--- config.mk ---
export PLATFORM = sky130hd
export DESIGN_NAME = tlb_multiport
export DESIGN_NICKNAME = d
export VERILOG_FILES = /design/src/rtl/tlb_pkg.sv /design/src/rtl/tlb_match.sv /design/src/rtl/tlb_multiport.sv
export SDC_FILE = /design/constraint.sdc
export NUM_CORES = 2
export LEC_CHECK = 0
export ABC_AREA = 1
export BUFFER_PORTS_ARGS = -buffer_cell sky130_fd_sc_hd__buf_2
export CAP_MARGIN = 20
export CORE_ASPECT_RATIO = 1.75
export CORE_MARGIN = 3
export CORE_UTILIZATION = 55
export CTS_BUF_LIST = sky130_fd_sc_hd__clkbuf_8
export CTS_CLUSTER_DIAMETER = 150
export DETAILED_ROUTE_END_ITERATION = 6
export PLACE_DENSITY = 0.7
export SYNTH_ARGS = -nofsm -noshare
export SYNTH_HDL_FRONTEND = slang
export SYNTH_HIERARCHICAL = 1
export SYNTH_SLANG_ARGS = --single-unit
--- constraint.sdc ---
create_clock -name clk -period 7.7 [get_ports clk]
set_clock_uncertainty 0.1 [all_clocks]
set_input_delay 1.155 -clock clk [delete_from_list [all_inputs] [get_ports clk]]
set_output_delay 1.155 -clock clk [all_outputs]
set_load 0.02 [all_outputs]
--- src/rtl/tlb_pkg.sv ---
// Shared TLB types and constants: entry layout, page sizes, invtlb op codes.
// Imported by tlb_match and tlb_multiport.
package tlb_pkg;

  localparam int LO_W   = 26;
  localparam int VPPN_W = 19;
  localparam int ASID_W = 10;
  localparam int PS_W   = 6;

  localparam logic [PS_W-1:0] PS_4K = 6'd12;
  localparam logic [PS_W-1:0] PS_4M = 6'd21;

  localparam logic [4:0] INVTLB_OP_ALL0     = 5'd0;
  localparam logic [4:0] INVTLB_OP_ALL1     = 5'd1;
  localparam logic [4:0] INVTLB_OP_G1       = 5'd2;
  localparam logic [4:0] INVTLB_OP_G0       = 5'd3;
  localparam logic [4:0] INVTLB_OP_ASID     = 5'd4;
  localparam logic [4:0] INVTLB_OP_ASID_VA  = 5'd5;
  localparam logic [4:0] INVTLB_OP_GASID_VA = 5'd6;

  typedef struct packed {
    logic              e;
    logic              g;
    logic [VPPN_W-1:0] vppn;
    logic [PS_W-1:0]   ps;
    logic [ASID_W-1:0] asid;
    logic [LO_W-1:0]   lo0;
    logic [LO_W-1:0]   lo1;
  } tlb_entry_t;

  // A 4M page covers 512 vppns, so only vppn[18:9] takes part in the compare.
  function automatic logic va_match(input tlb_entry_t ent, input logic [VPPN_W-1:0] vppn);
    if (ent.ps == PS_4M) return ent.vppn[18:9] == vppn[18:9];
    return ent.vppn == vppn;
  endfunction

endpackage

--- src/rtl/tlb_match.sv ---
// Combinational lookup for one search port: per-entry match, lowest-index priority
// encode and even/odd half selection. Results are registered by the top.
module tlb_match
  import tlb_pkg::*;
#(
  parameter int TLBNUM = 16,
  parameter int IDXW   = $clog2(TLBNUM)
) (
  input  tlb_entry_t          ent_i [TLBNUM],
  input  logic [VPPN_W-1:0]   vppn_i,
  input  logic                va_bit12_i,
  input  logic [ASID_W-1:0]   asid_i,
  output logic                found_o,
  output logic [IDXW-1:0]     index_o,
  output logic [PS_W-1:0]     ps_o,
  output logic [LO_W-1:0]     lo_o
);

  logic [TLBNUM-1:0] hit;

  always_comb begin
    hit = '0;
    for (int i = 0; i < TLBNUM; i++) begin
      hit[i] = ent_i[i].e && (ent_i[i].g || (ent_i[i].asid == asid_i)) && va_match(ent_i[i], vppn_i);
    end
  end

  // Walk from the top down so the lowest matching index is the last one assigned.
  always_comb begin
    found_o = 1'b0;
    index_o = '0;
    ps_o    = '0;
    lo_o    = '0;
    for (int i = TLBNUM - 1; i >= 0; i--) begin
      if (hit[i]) begin
        found_o = 1'b1;
        index_o = IDXW'(i);
        ps_o    = ent_i[i].ps;
        lo_o    = ((ent_i[i].ps == PS_4M) ? vppn_i[8] : va_bit12_i) ? ent_i[i].lo1 : ent_i[i].lo0;
      end
    end
  end

endmodule

--- src/rtl/tlb_multiport.sv ---
// Fully-associative TLB with NPORT registered search ports, one write port, one
// combinational read port and single-cycle invtlb. Macro TLB_LFSR_FILL_EN selects LFSR fill.
module tlb_multiport
  import tlb_pkg::*;
#(
  parameter int TLBNUM = 16,
  parameter int IDXW   = $clog2(TLBNUM),
  parameter int NPORT  = 2
) (
  input  logic                     clk,
  input  logic                     reset,
  input  logic [NPORT-1:0]         s_req,
  input  logic [NPORT*VPPN_W-1:0]  s_vppn,
  input  logic [NPORT-1:0]         s_va_bit12,
  input  logic [NPORT*ASID_W-1:0]  s_asid,
  output logic [NPORT-1:0]         s_rsp_valid,
  output logic [NPORT-1:0]         s_found,
  output logic [NPORT*IDXW-1:0]    s_index,
  output logic [NPORT*PS_W-1:0]    s_ps,
  output logic [NPORT*LO_W-1:0]    s_lo,
  input  logic                     we,
  input  logic                     w_fill,
  input  logic [IDXW-1:0]          w_index,
  input  logic                     w_e,
  input  logic                     w_g,
  input  logic [VPPN_W-1:0]        w_vppn,
  input  logic [PS_W-1:0]          w_ps,
  input  logic [ASID_W-1:0]        w_asid,
  input  logic [LO_W-1:0]          w_lo0,
  input  logic [LO_W-1:0]          w_lo1,
  output logic [IDXW-1:0]          fill_index,
  input  logic [IDXW-1:0]          r_index,
  output logic                     r_e,
  output logic                     r_g,
  output logic [VPPN_W-1:0]        r_vppn,
  output logic [PS_W-1:0]          r_ps,
  output logic [ASID_W-1:0]        r_asid,
  output logic [LO_W-1:0]          r_lo0,
  output logic [LO_W-1:0]          r_lo1,
  input  logic                     inv_valid,
  input  logic [4:0]               inv_op,
  input  logic [ASID_W-1:0]        inv_asid,
  input  logic [VPPN_W-1:0]        inv_vppn,
  output logic                     inv_ill
);

  tlb_entry_t entries_q [TLBNUM];
  tlb_entry_t entries_d [TLBNUM];

  logic [IDXW-1:0] wr_idx;
  logic            inv_ill_q, inv_ill_d;

  // ---------------- search ports ----------------
  logic            m_found [NPORT];
  logic [IDXW-1:0] m_index [NPORT];
  logic [PS_W-1:0] m_ps    [NPORT];
  logic [LO_W-1:0] m_lo    [NPORT];

  logic [NPORT-1:0] rsp_valid_q;
  logic [NPORT-1:0] found_q;
  logic [IDXW-1:0]  index_q [NPORT];
  logic [PS_W-1:0]  ps_q    [NPORT];
  logic [LO_W-1:0]  lo_q    [NPORT];

  for (genvar p = 0; p < NPORT; p++) begin : g_port
    tlb_match #(.TLBNUM(TLBNUM), .IDXW(IDXW)) u_match (
      .ent_i      (entries_q),
      .vppn_i     (s_vppn[p*VPPN_W +: VPPN_W]),
      .va_bit12_i (s_va_bit12[p]),
      .asid_i     (s_asid[p*ASID_W +: ASID_W]),
      .found_o    (m_found[p]),
      .index_o    (m_index[p]),
      .ps_o       (m_ps[p]),
      .lo_o       (m_lo[p])
    );

    assign s_index[p*IDXW +: IDXW] = index_q[p];
    assign s_ps[p*PS_W +: PS_W]    = ps_q[p];
    assign s_lo[p*LO_W +: LO_W]    = lo_q[p];
  end

  assign s_rsp_valid = rsp_valid_q;
  assign s_found     = found_q;

  // Matchers look at entries_q, so a same-edge write or invtlb is not yet visible.
  always_ff @(posedge clk) begin
    if (reset) begin
      rsp_valid_q <= '0;
      found_q     <= '0;
      for (int p = 0; p < NPORT; p++) begin
        index_q[p] <= '0;
        ps_q[p]    <= '0;
        lo_q[p]    <= '0;
      end
    end else begin
      rsp_valid_q <= s_req;
      for (int p = 0; p < NPORT; p++) begin
        if (s_req[p]) begin
          found_q[p] <= m_found[p];
          index_q[p] <= m_index[p];
          ps_q[p]    <= m_ps[p];
          lo_q[p]    <= m_lo[p];
        end
      end
    end
  end

  // ---------------- fill index ----------------
`ifdef TLB_LFSR_FILL_EN
  logic [15:0] lfsr_q, lfsr_d;

  // Fibonacci LFSR, taps 16,14,13,11, shifting toward bit 0.
  assign lfsr_d     = {lfsr_q[0] ^ lfsr_q[2] ^ lfsr_q[3] ^ lfsr_q[5], lfsr_q[15:1]};
  assign fill_index = lfsr_q[IDXW-1:0];

  always_ff @(posedge clk) begin
    if (reset) lfsr_q <= 16'hACE1;
    else       lfsr_q <= lfsr_d;
  end
`else
  logic [IDXW-1:0] rr_q, rr_d;

  assign rr_d       = (we && w_fill) ? rr_q + 1'b1 : rr_q;
  assign fill_index = rr_q;

  always_ff @(posedge clk) begin
    if (reset) rr_q <= '0;
    else       rr_q <= rr_d;
  end
`endif

  // ---------------- write / invtlb ----------------
  assign wr_idx = w_fill ? fill_index : w_index;

  // Invalidate is applied first so a same-edge write always survives on its index.
  always_comb begin
    for (int i = 0; i < TLBNUM; i++) begin
      entries_d[i] = entries_q[i];
    end
    inv_ill_d = inv_valid && (inv_op > INVTLB_OP_GASID_VA);
    if (inv_valid) begin
      for (int i = 0; i < TLBNUM; i++) begin
        unique case (inv_op)
          INVTLB_OP_ALL0, INVTLB_OP_ALL1: entries_d[i].e = 1'b0;
          INVTLB_OP_G1: if (entries_q[i].g) entries_d[i].e = 1'b0;
          INVTLB_OP_G0: if (!entries_q[i].g) entries_d[i].e = 1'b0;
          INVTLB_OP_ASID:
            if (!entries_q[i].g && entries_q[i].asid == inv_asid) entries_d[i].e = 1'b0;
          INVTLB_OP_ASID_VA:
            if (!entries_q[i].g && entries_q[i].asid == inv_asid && va_match(entries_q[i], inv_vppn))
              entries_d[i].e = 1'b0;
          INVTLB_OP_GASID_VA:
            if ((entries_q[i].g || entries_q[i].asid == inv_asid) && va_match(entries_q[i], inv_vppn))
              entries_d[i].e = 1'b0;
          default: ;
        endcase
      end
    end
    if (we) begin
      entries_d[wr_idx] = '{e: w_e, g: w_g, vppn: w_vppn, ps: w_ps, asid: w_asid,
                            lo0: w_lo0, lo1: w_lo1};
    end
  end

  // Reset only clears the exist bits; other fields keep their last written value.
  always_ff @(posedge clk) begin
    if (reset) begin
      for (int i = 0; i < TLBNUM; i++) begin
        entries_q[i].e <= 1'b0;
      end
      inv_ill_q <= 1'b0;
    end else begin
      for (int i = 0; i < TLBNUM; i++) begin
        entries_q[i] <= entries_d[i];
      end
      inv_ill_q <= inv_ill_d;
    end
  end

  assign inv_ill = inv_ill_q;

  // ---------------- read port ----------------
  assign r_e    = entries_q[r_index].e;
  assign r_g    = entries_q[r_index].g;
  assign r_vppn = entries_q[r_index].vppn;
  assign r_ps   = entries_q[r_index].ps;
  assign r_asid = entries_q[r_index].asid;
  assign r_lo0  = entries_q[r_index].lo0;
  assign r_lo1  = entries_q[r_index].lo1;

endmodule
==> flow_summary.yaml, run 1 <==
floorplan:
  initial_utilization: 0.555
  rows: 208
  die_h_um: 577
  ios: 368
  die-width_um: 332
clock_network:
  cts-root-buf: "clkbuf_8"
  cts_buffers: 235
  cts_setup_buffers: 0
  cts_max_path_buffers: 4
  hold_buffers: 0
  cts-resized-gates: 0
  htreeDepth: 4
  cts.sinks: 1505
global_route:
  grt_max_degree: 147
  grt_pass1_wl_um: 871000
  gr-usage-all-layers: 0.645
  grt_overflow: 37
  grt_pass1_vias: 110241
yosys:
  yosysTopAreaCellShare: 0.434
  synthCells: 12816
  synthFlopType: "edfxtp_1"
  synthSimpleGateAreaFrac: 0.239
  synth_top_family_by_area: "simple AND/OR/NAND/NOR gates"
  synth-seq-cells: 1505
  synth-xor-area-share: 0.0569
  yosysWarnings: 6
  synth-compound-area-share: 0.136
  yosysSeqAreaShare: 0.439
  synthAdderAreaFrac: 0.000122
  async_reset_ff_frac: 0
  postSynthAreaPerCell_um2: 7.98
  synth_most_common_cell: "nand2_1"
  synth_edf_count: 1480
  synth_top_area_cell: "edfxtp_1"
  synth_area_um2: 102000
  syn_nets: 13015
  synth_commonest_cells: "3102 x nand2_1, 1932 x nor2_1, 1480 x edfxtp_1"
  synth_top_cells_by_area: "edfxtp_1 43%, nand2_1 11%, nor2_1 7.1%"
  synth_cell_type_count: 75
  muxShareOfSynthArea: 0.0465
place:
  place_congestion: 1.12
  dp_hpwl_um: 394000
  port_buffers: 367
  postPlaceCellArea_um2: 105000
run_status:
  stop_stage: "5_1_grt"
  toolErrorMsg: "[ERROR GRT-0116] Global routing finished with congestion. Check the congestion regions in the DRC Viewer."
  outcome: "did not finish"
[routing by layer]
metal / track usage / GRT overflow
met4: 0.747 / 14
met3: 0.351 / 1
met2: 0.896 / 22
met5: 0.0648 / 0
met1: 0.629 / 0
[logic make-up after synthesis]
kind of cell	Yosys count
AND/OR/NAND/NOR	6011
AO/OA/AOI/OAI	2338
buffers and inverters	1853
flip-flops	1505
XOR/XNOR	665
multiplexers	443
adder cells (fa/ha/maj)	1
[per-stage QoR]
stage / instances / worst slack (ns) / hold WS, ns / util
after detailed placement: 14989 / 1.46 / 0.374 / 0.570
after CTS: 15405 / 2.04 / 0.290 / 0.595
after global placement: 14980 / 1.31 / 0.361 / 0.570
after floorplan: 12816 / 1.40 / 0.365 / -
==> run 2: changes to the inputs <==
--- a/config.mk
+++ b/config.mk
@@ -8,13 +8,10 @@
 export ABC_AREA = 1
 export BUFFER_PORTS_ARGS = -buffer_cell sky130_fd_sc_hd__buf_2
 export CAP_MARGIN = 20
-export CORE_ASPECT_RATIO = 1.75
 export CORE_MARGIN = 3
-export CORE_UTILIZATION = 55
-export CTS_BUF_LIST = sky130_fd_sc_hd__clkbuf_8
-export CTS_CLUSTER_DIAMETER = 150
+export CORE_UTILIZATION = 40
 export DETAILED_ROUTE_END_ITERATION = 6
-export PLACE_DENSITY = 0.7
+export PLACE_DENSITY_LB_ADDON = 0.15
 export SYNTH_ARGS = -nofsm -noshare
 export SYNTH_HDL_FRONTEND = slang
 export SYNTH_HIERARCHICAL = 1
==> run 2 against run 1 <==
The run now ends clean. Area after synthesis unchanged. Synthesized cell count unchanged.
==> flow_summary.yaml, run 2 <==
critical_path:
  crit_path_start_kind: "input pin"
  worstPathRequired_ns: 6.44
  slowest_stage: "buf_4"
  crit_type: "input pin to output port"
  r2r_setup_slack_ns: 2.66
  cp.arrival_ns: 4.39
  end_kind: "output port"
  rr_startpoint: "entries_q[444]"
  reg2reg_depth: 22
  crit_family: "buffers and inverters"
  cp_num_buf_inv: 4
  crit_path_max_fanout: 183
  critPathMaxStageDelay_ns: 0.63
  r2r_end: "lo_q[0][21]"
  path_cells: "buf_8 > inv_16 > buf_4 > nor2_1 > o21ai_0 > o22ai_1 > o21ai_1 > buf_2"
sta:
  layout_min_cycle_time_ns: 5.64
  timing.final.crit_share: 0.733
  maxSlewHeadroom: 0.192
  hold_violations: 0
  tightest_slew_ns: 1.21
  finalSetupTns_ns: 0
  setup-violations-final: 0
  slew_viol_final: 0
  setup_ws_ns: 2.06
  rsz0062_at_grt: "false"
  fmax_mhz: 177
floorplan:
  die_h_um: 512
  ios: 368
  rows: 185
  dieArea_um2: 262000
  initial_utilization: 0.402
  die-width_um: 512
  core_um2: 254000
clock_network:
  hold_buffers: 0
  cts_tree: "yes"
  path_clk_slew_ns: 0.05
  insertion_delay_ns: 0.89
  cts_max_path_buffers: 3
  cts.sinks: 1505
  cts-resized-gates: 0
  cts_buffers: 184
  cts-root-buf: "clkbuf_16"
  htreeDepth: 4
  cts_setup_buffers: 0
pwr:
  p_comb_frac: 0.127
  p_switching_uw: 6080
  pwr-share-clk: 0.434
  power_uw: 21000
  sequentialPowerShare: 0.439
  netSwitchingFraction: 0.290
  p_int_uw: 14900
  ir_drop_mv: 0.251
  p_leak_uw: 0.0452
  p_per_area_nw_per_um2: 186
place:
  dp_hpwl_um: 373000
  port_buffers: 367
  dp_slack_ns: 1.50
  place_congestion: 1.03
flow_run:
  drv_cap: 0
yosys:
  synth_cell_type_count: 75
  yosysTopAreaCellShare: 0.434
  synth_top_cells_by_area: "edfxtp_1 43%, nand2_1 11%, nor2_1 7.1%"
  synth-seq-cells: 1505
  synth_top_area_cell: "edfxtp_1"
  synth_area_um2: 102000
  synth_edf_count: 1480
  yosysSeqAreaShare: 0.439
  syn_nets: 13015
  async_reset_ff_frac: 0
  synth_commonest_cells: "3102 x nand2_1, 1932 x nor2_1, 1480 x edfxtp_1"
  postSynthAreaPerCell_um2: 7.98
  synth_most_common_cell: "nand2_1"
  synthCells: 12816
  synthFlopType: "edfxtp_1"
  yosysWarnings: 6
detailed_routing:
  via_per_inst: 6.22
  vias: 101543
  drc: 0
  drt.antenna.violating_nets: 0
  routed_wl_um: 550000
  drtIter0Drc: 15369
  drtPass1Iterations: 6
  wl_per_cell_um: 33.7
global_route:
  grt_overflow: 0
  gr-usage-all-layers: 0.403
  grt_pass1_vias: 94408
  grt_max_degree: 184
  antenna_found_initial: 34
  grt_pass1_wl_um: 753000
hold_path:
  whs_path_depth: 2
  min_to: "s_found[1]"
  hp-start: "s_found[1]"
  hold_class: "flop to flop"
finish:
  multi_input_area_um2: 49500
  regArea_um2: 44900
  fin_nets: 12979
  most-common-layout-cells: "3095 x nand2_1, 1915 x nor2_1, 1480 x edfxtp_1, 1022 x o21ai_0, 963 x inv_1"
  drive_gt1_frac: 0.111
  fill_cells: 25256
  mostFrequentLayoutCell: "nand2_1"
  syn_to_final_growth_pct: 10.3
run_status:
  outcome: "completed"
==> run 2: cell counts after synthesis <==
No cell type changed its count.
==> run 2: worst max path at each step <==
stage	endpoint	depth (start not counted)	start	slack (ns)
after floorplan	flop	8	w_fill	1.40
after global routing	lo_q[0][25]	27	s_asid[1]	2.00
after detailed placement	lo_q[0][25]	27	s_asid[1]	1.50
after global placement	lo_q[0][10]	21	s_vppn[16]	0.59
final	r_vppn[3]	8	r_index[0]	2.06
after CTS	r_asid[3]	8	r_index[1]	2.27
==> run 2: tightest hold or removal path: stages, from the launching register on <==
cell     delay, ns
dfxtp_1       0.31
nand3_1       0.08
nand2_1       0.05
==> run 2: metal layers <==
layer  routed length [um]  global-route usage  share of wire
met5                  141                   0        0.00026
met4                47300               0.283          0.086
met3                60000              0.0943           0.11
met2               241000               0.624           0.44
met1               202000               0.497           0.37
==> run 2: kinds of logic (layout without fill, tap and decap cells) <==
kind of cell | after synthesis | after routing | share of synthesized area
adder cells (fa/ha/maj) | 1 | 1 | 0.000122
AND/OR/NAND/NOR | 6011 | 6011 | 0.239
XOR/XNOR | 665 | 665 | 0.0569
multiplexers | 443 | 443 | 0.0465
other | 0 | 16 | 0
AO/OA/AOI/OAI | 2338 | 2338 | 0.136
flip-flops | 1505 | 1505 | 0.439
buffers and inverters | 1853 | 1968 | 0.0819
==> run 2: area by class of cell <==
| type | instances | share of cell area |
|---|---|---|
| multi-input cells | 9458 | 0.438 |
| flip-flops and latches | 1505 | 0.398 |
| clock buffers | 206 | 0.0415 |
| well taps | 3366 | 0.0373 |
| repair buffers | 592 | 0.0360 |
| inverters | 1039 | 0.0349 |
| clock inverters | 131 | 0.0132 |
| diodes | 16 | 0.000355 |
==> run 2: power groups by stage <==
stage	sequential (uW)	combinational (uW)	clock, uW
5_1_grt	9200	2730	9510
6_report	9200	2650	9100
3_5_place_dp	9370	2550	0
2_1_floorplan	9350	1410	0
3_3_place_gp	9370	2540	0
4_1_cts	9200	2560	9170
==> run 2: per-stage QoR <==
step / instance area (um^2) / cells / util / hold slack, ns
final: 113000 / 16313 / 0.444 / 0.381
after global routing: 113000 / 16303 / 0.444 / 0.393
after CTS: 113000 / 16295 / 0.444 / 0.383
after detailed placement: 107000 / 15958 / 0.419 / 0.374
after global placement: 107000 / 15955 / 0.419 / 0.364
after floorplan: 102000 / 12816 / - / 0.365
Power figures use the tool's default switching activity.
